<file path="src/rtl/dpp_table.sv">
`default_nettype none
// ============================================================================
// Module   : dpp_table
// Function : Round-robin fork arbiter for N dining philosophers.
// Revision : 1.0 - initial release
// ============================================================================
module dpp_table #(
    parameter int N_PHILO = 5,
    parameter int PTR_W   = 3
) (
    input  logic               clk,
    input  logic               reset,
    input  logic [N_PHILO-1:0] hungry,
    input  logic [N_PHILO-1:0] done,
    output logic [N_PHILO-1:0] eat,
    output logic [N_PHILO-1:0] eating,
    output logic [N_PHILO-1:0] fork_busy,
    output logic               proto_err
);

    logic [N_PHILO-1:0] r_eat;
    logic [N_PHILO-1:0] r_eating;
    logic [N_PHILO-1:0] r_fork_busy;
    logic [N_PHILO-1:0] r_hungry_q;
    logic [PTR_W-1:0]   r_ptr;
    logic               r_proto_err;

    logic [N_PHILO-1:0] w_elig;
    logic [N_PHILO-1:0] w_win;
    logic [PTR_W-1:0]   w_win_idx;
    logic               w_found;
    logic [PTR_W-1:0]   w_ptr_next;
    logic [N_PHILO-1:0] w_done_ok;
    logic [N_PHILO-1:0] w_capture;
    logic               w_err;
    logic [N_PHILO-1:0] w_eating_next;
    logic [N_PHILO-1:0] w_hq_next;
    logic [N_PHILO-1:0] w_fork_next;

    // A same-cycle done lets an eating philosopher queue its next request legally.
    assign w_done_ok     = done & r_eating;
    assign w_capture     = hungry & ~r_hungry_q & (~r_eating | done);
    assign w_err         = (|(hungry & ~w_capture)) | (|(done & ~r_eating));
    assign w_eating_next = (r_eating & ~w_done_ok) | w_win;
    assign w_hq_next     = (r_hungry_q & ~w_win) | w_capture;
    assign w_ptr_next    = (w_win_idx == PTR_W'(N_PHILO - 1)) ? '0 : w_win_idx + 1'b1;

    for (genvar n = 0; n < N_PHILO; n++) begin : g_philo
        localparam int c_nxt = (n + 1) % N_PHILO;
        localparam int c_prv = (n + N_PHILO - 1) % N_PHILO;
        assign w_elig[n]      = r_hungry_q[n] & ~r_fork_busy[n] & ~r_fork_busy[c_nxt];
        assign w_fork_next[n] = w_eating_next[n] | w_eating_next[c_prv];
    end

    // Eligibility uses pre-edge fork state, so forks released this edge wait a cycle.
    always_comb begin
        int idx;
        w_win     = '0;
        w_win_idx = '0;
        w_found   = 1'b0;
        idx       = 0;
        for (int i = 0; i < N_PHILO; i++) begin
            idx = int'(r_ptr) + i;
            if (idx >= N_PHILO) idx = idx - N_PHILO;
            if (!w_found && w_elig[idx]) begin
                w_found      = 1'b1;
                w_win[idx]   = 1'b1;
                w_win_idx    = PTR_W'(idx);
            end
        end
    end

    always_ff @(posedge clk or posedge reset) begin
        if (reset) begin
            r_eat       <= '0;
            r_eating    <= '0;
            r_fork_busy <= '0;
            r_hungry_q  <= '0;
            r_ptr       <= '0;
            r_proto_err <= 1'b0;
        end else begin
            r_eat       <= w_win;
            r_eating    <= w_eating_next;
            r_fork_busy <= w_fork_next;
            r_hungry_q  <= w_hq_next;
            if (w_found) r_ptr <= w_ptr_next;
            r_proto_err <= r_proto_err | w_err;
        end
    end

    assign eat       = r_eat;
    assign eating    = r_eating;
    assign fork_busy = r_fork_busy;
    assign proto_err = r_proto_err;

endmodule
`default_nettype wire

</file>
<file path="config.mk">
export PLATFORM = sky130hd
export DESIGN_NAME = dpp_table
export DESIGN_NICKNAME = d
export VERILOG_FILES = /design/src/rtl/dpp_table.sv
export SDC_FILE = /design/constraint.sdc
export NUM_CORES = 1
export LEC_CHECK = 0
export BUFFER_PORTS_ARGS = -buffer_cell sky130_fd_sc_hd__buf_2
export CAP_MARGIN = 25
export CORE_MARGIN = 2
export CORE_UTILIZATION = 60
export DETAILED_ROUTE_END_ITERATION = 10
export MAX_ROUTING_LAYER = met4
export PLACE_DENSITY = 0.87
export SLEW_MARGIN = 20
export SYNTH_ARGS = -nofsm -noshare
export SYNTH_HDL_FRONTEND = slang
export SYNTH_SLANG_ARGS = --single-unit
</file>
<file path="constraint.sdc">
create_clock -name clk -period 5.2 [get_ports clk]
set_input_delay 1.04 -clock clk [delete_from_list [all_inputs] [get_ports clk]]
set_output_delay 1.04 -clock clk [all_outputs]
set_load 0.05 [all_outputs]
</file>
Word level (Yosys, flattened, before mapping)
Cells that the tools add are included.
Operators by class
  $add $sub $neg: 10
  multiply operators: 0
  divide/modulo/power cells: 0
  $lt $le $gt $ge: 15
  eq/ne operators: 1
  shifts and indexed selects: 0
  mux-type cells: 46
  bitwise operators: 41
  reductions and logical operators: 15
Operators by type and width (count)
  32-bit by 1-bit >= comparator with 1-bit output, second input constant: 5
  32-bit by 5-bit < comparator with 1-bit output, second input constant: 5
  32-bit 2-to-1 mux: 5
  5-bit bitwise AND: 7
  5-bit OR: 7
  5-bit 2-to-1 mux: 5
  5-bit inverter: 5
  1-bit 2-to-1 mux: 20
  4-bit by 3-bit subtractor with 5-bit output, second input constant: 4
  3-bit 2-to-1 mux: 6
  4-bit by 3-bit >= comparator with 1-bit output, second input constant: 4
  1-bit binary-select mux with 3-bit select: 5
  1-bit demux with 3-bit select: 5
  1-bit bitwise AND: 10
  5-bit OR reduction: 2
  1-bit logical AND: 9
  3-bit by 2-bit adder with 4-bit output, second input constant: 2
  1-bit OR: 7
  1-bit inverter: 5
  3-bit by 1-bit adder with 4-bit output, second input constant: 1
  3-bit by 3-bit adder with 4-bit output, second input constant: 1
  1-bit zero test: 4
  3-bit by 3-bit subtractor with 4-bit output, second input constant: 1
  3-bit by 1-bit adder with 3-bit output, second input constant: 1
  other kinds (2): 2
Storage, ports and cells
  flip-flop bits (word level): 24
  bits in latches: 0
  memory bits (writable): 0
  bits in read-only memories: 0
  bits of input ports: 12
  output and inout port bits: 16
  logic and storage cells: 134
  memories kept: 0

Logic depth before layout (Yosys ltp)
  depth after elaboration: 22
  mapped depth: 20
  mapped depth without buffers: 18

Least setup slack after synthesis
No wires, ideal clock.
  path kind: reg-to-reg
  start point: register r_ptr[2]
  end point: register r_ptr[2]
  setup time: 0.087 ns
  arrival time: 3.954 ns
  data required time: 5.113 ns
  slack: 1.159 ns
  cell stages (with the launch flop): 20
  buffers on the path: 3
  clock period less this slack: 4.041 ns
  cells stage by stage: dfrtp_1 -> buf_4 -> buf_4 -> inv_1 -> ha_1 -> a211oi_2 -> mux2i_1 -> mux2i_1 -> mux2i_1 -> o221a_2 -> buf_6 -> nor2_1 -> o31ai_1 -> a32o_1 -> ha_1 -> o21ai_0 -> o21ai_0 -> nand2_1 -> o21ai_0 -> a22oi_1
On the way
  word-level cells in the longest chain between the ends: 20
  elaborated cells on any way between the ends: 55
  classes of those cells: 10 x add/sub; 5 x order compare; 1 x eq/ne; 31 x mux; 8 x reduce/logical
Ends and longest elaborated chain
  from (decl): RTL line 25  | logic [PTR_W-1:0] r_ptr;
  from (signal assigned): RTL line 86  | if (w_found) r_ptr <= w_ptr_next;
  parallel branches: the longest is 20 deep, another holds 4-bit by 3-bit subtractor with 5-bit output
Several ways; the timed one is not identified. The select of a mux whose other input is x is not followed.
A chain may end at the register's enable or synchronous reset.

Worst setup path after layout
  start point: register r_ptr[1]
  end point: register r_ptr[2]
The elaborated chain is that of the path after synthesis.

==> reports/results.txt <==
The tools report the maximum achievable frequency as 215 MHz. Setup repair after global routing left no endpoint under its margin. The longest clock path from root to sink contains 2 buffers. The floorplan step set the die width to 74.0 um.

For the source-to-sink clock delay at the later pin of the worst-skew pair, the log shows 0.27 ns. The first global-routing pass estimated 13.4 mm of wire. In the final routed layout, each cell accounts on average for 19.9 um.

The logs give 0 for the count of instances resized after the clock tree is built and 5470 um2 for the die footprint. The max-slew violation count came out at 0. Hold repair after CTS inserted 0 buffers. The tools report the number of nets in the synthesized netlist as 379. Using the TritonRoute via totals, the vias-per-cell ratio works out to 6.69. The starting density of the core was 0.622; the count of pins on the block boundary was 28.

Synthesis handed over a netlist of 351 instances. The transition at the pin with the smallest max-transition slack works out to 0.855 ns. The total instance count after detailed placement is 434. Core region area: 4720 um2. The post-route core utilization is 0.668. STA classifies the critical path startpoint as a register.

For the pin count of the biggest net entering global routing, the log shows 38. Max-cap violations in this run came to 0. The tree is rooted in a sky130_fd_sc_hd__clkbuf_8. TritonCTS built the clock tree.

The tools report the antenna violation net count after detailed routing as 0. Setup violations remaining at the end of the flow were counted as 0. The register-to-register setup slack is 0.54 ns, and the first-pass detailed-route iteration total is 5. Number of levels in the clock H-tree: 1. The class of the tightest hold or removal check is register to register. The critical path class was register to register. The worst setup path is captured at a register.

The number of warnings issued by yosys came out at 0. The async set-or-reset flop fraction in the synthesized netlist is 1.00, and the average cell area after synthesis is 8.37 um2. The share of layout cells above drive strength 1 was 0.188.

The height of the chip works out to 74.0 um. For this block, the initial DRC count from the detailed router was 321. The floorplan has 25 rows. The final-report hold violation count is 0. The synthesized design contains 0 enable-type register cells. 0 antenna diodes ended up in the layout. The number of antenna violations at the first check in global routing is 0, and the count of input and output buffers is 27.

After synthesis the cells add up to 2940 um2. Summed over all layers, the global routing overflow is 0. The logs give 0.331 for the combined global-route utilization of all metal layers and 1.04 for the global placer's final weighted congestion.

The TritonCTS sink count was 24; the vias after detailed routing was 2939. The share of the clock period used by the worst path works out to 0.896. After synthesis the netlist holds a flip-flop and latch count of 24. The logs give 0.428 for the max-slew headroom at the worst pin and 0.538 ns for the final worst-path setup slack. The post-CTS clock slew at the launch and capture registers of the worst setup and hold paths works out to 0.09 ns. The post-layout minimum cycle time is 4.66 ns, and the worst setup slack before clock tree synthesis is 0.660 ns. STA puts the critical path data required time at 5.40 ns.

Clock tree synthesis inserted a total of 3 buffers. Once layout is complete, the cells apart from fillers number 439. The proportion of synthesized chip area in sequential cells is 0.204.

The run finished with clean final reports. Compared with the post-synthesis result, the final layout area differs by 7.41%. After detailed routing, the number of remaining DRC violations is 0. After detailed routing, the total wire length is 8.73 mm. The number of different library cells used by synthesis comes to 79. Via count of the first global-routing pass: 2681. In the layout the commonest cells are 39 x sky130_fd_sc_hd__nand2_1, 27 x sky130_fd_sc_hd__buf_2, 24 x sky130_fd_sc_hd__dfrtp_1.

For the worst setup path, the data arrival time is 4.86 ns. The tools report the aggregate negative setup slack as 0 ns. The net count of the finished layout is 401. The logs give 6.54 mm for the HPWL after detailed placement and 0.00807 ns for the final setup skew. Leaving out fill and tap cells, the most frequent cell in the layout is sky130_fd_sc_hd__nand2_1.

Along the worst path, the maximum fanout reaches 13. For this run, the leading register cell type out of synthesis is sky130_fd_sc_hd__dfrtp_1. The post-CTS setup repair buffer count came out at 0.
## sequential cells by signal, summed over array words and instances (netlist names)
name / count
eating: 5
r_hungry_q: 5
r_ptr: 3
proto_err: 1
eat: 5
fork_busy: 5
## metrics by stage
| step | cell area [um2] | hold WS, ns |
|---|---|---|
| CTS | 3140 | 0.512 |
| detailed placement | 3070 | 0.492 |
| global placement | 3070 | 0.487 |
| finish | 3160 | 0.543 |
| global route | 3160 | 0.561 |
| floorplan | 2940 | 0.473 |
## per-layer routing
metal / up-vias / wire (um) / GRT usage
met1: 1402 / 3850 / 0.451
met4: 0 / 271 / 0.115
met2: 141 / 3930 / 0.493
met3: 32 / 683 / 0.0623
li1: 1364 / - / -
met5: - / 0 / -
## layout make-up
type | count | area (um2)
Multi-Input combinational cell | 289 | 2130
Fill cell | 413 | 1570
Sequential cell | 24 | 601
Timing Repair Buffer | 33 | 188
Tap cell | 67 | 83.8
Inverter | 22 | 82.6
Clock buffer | 3 | 41.3
Clock inverter | 1 | 30.0
## cell usage after synthesis (all sizes together) (5+ instances only)
master	number	area (um2)
a211o	7	61.3
a21o	5	37.5
a21oi	15	97.6
buf	13	114
dfrtp	24	601
ha	15	188
inv	22	82.6
mux2i	12	124
nand2	40	158
nand2b	10	62.6
nand3	7	35.0
nand4	7	50.1
nor2	25	104
nor2b	7	43.8
nor3	11	65.1
nor3b	6	45.0
nor4	16	149
o21ai	12	60.1
o31ai	5	37.5
o32ai	6	52.6
or3	6	37.5
## cells by family after synthesis
family	after synthesis	synth area share
mux	15	0.0537
flops	24	0.204
fa+ha+maj	16	0.0707
compound gates	96	0.258
xor+xnor	5	0.0175
simple gates	157	0.325
buf+inv	38	0.0707
## worst max-delay path, stage by stage (launching register included)
cell                        delay, ns
sky130_fd_sc_hd__dfrtp_1         0.63
sky130_fd_sc_hd__inv_1           0.30
sky130_fd_sc_hd__ha_1            0.35
sky130_fd_sc_hd__ha_1            0.48
sky130_fd_sc_hd__a211o_1         0.36
sky130_fd_sc_hd__a22o_1          0.34
sky130_fd_sc_hd__mux2i_1         0.18
sky130_fd_sc_hd__nor3_1          0.41
sky130_fd_sc_hd__nor2_2          0.18
sky130_fd_sc_hd__o2111ai_1       0.12
sky130_fd_sc_hd__o21ai_0         0.16
sky130_fd_sc_hd__a32o_1          0.24
sky130_fd_sc_hd__ha_1            0.24
sky130_fd_sc_hd__o21ai_0         0.15
sky130_fd_sc_hd__o21ai_0         0.09
sky130_fd_sc_hd__nand2_1         0.07
sky130_fd_sc_hd__o21ai_0         0.08
sky130_fd_sc_hd__a22oi_1         0.19
## path summary, 6_finish.rpt
kind / startpoint / endpoint / depth (start not counted)
worst max-delay path: r_ptr[1]$_DFFE_PP0P_ / r_ptr[2]$_DFFE_PP0P_ / 17
worst min-delay path: r_hungry_q[3]$_DFF_PP0_ / r_hungry_q[3]$_DFF_PP0_ / 1
worst max register to register: r_ptr[1]$_DFFE_PP0P_ / r_ptr[2]$_DFFE_PP0P_ / 17
worst min register to register: r_hungry_q[3]$_DFF_PP0_ / r_hungry_q[3]$_DFF_PP0_ / 1
max in group asynchronous: reset / eat[1]$_DFF_PP0_ / 3
min in group asynchronous: reset / eating[0]$_DFF_PP0_ / 2
Power is not shown: default switching activity piles up to over one toggle a cycle in this logic, so the estimate is an artifact.
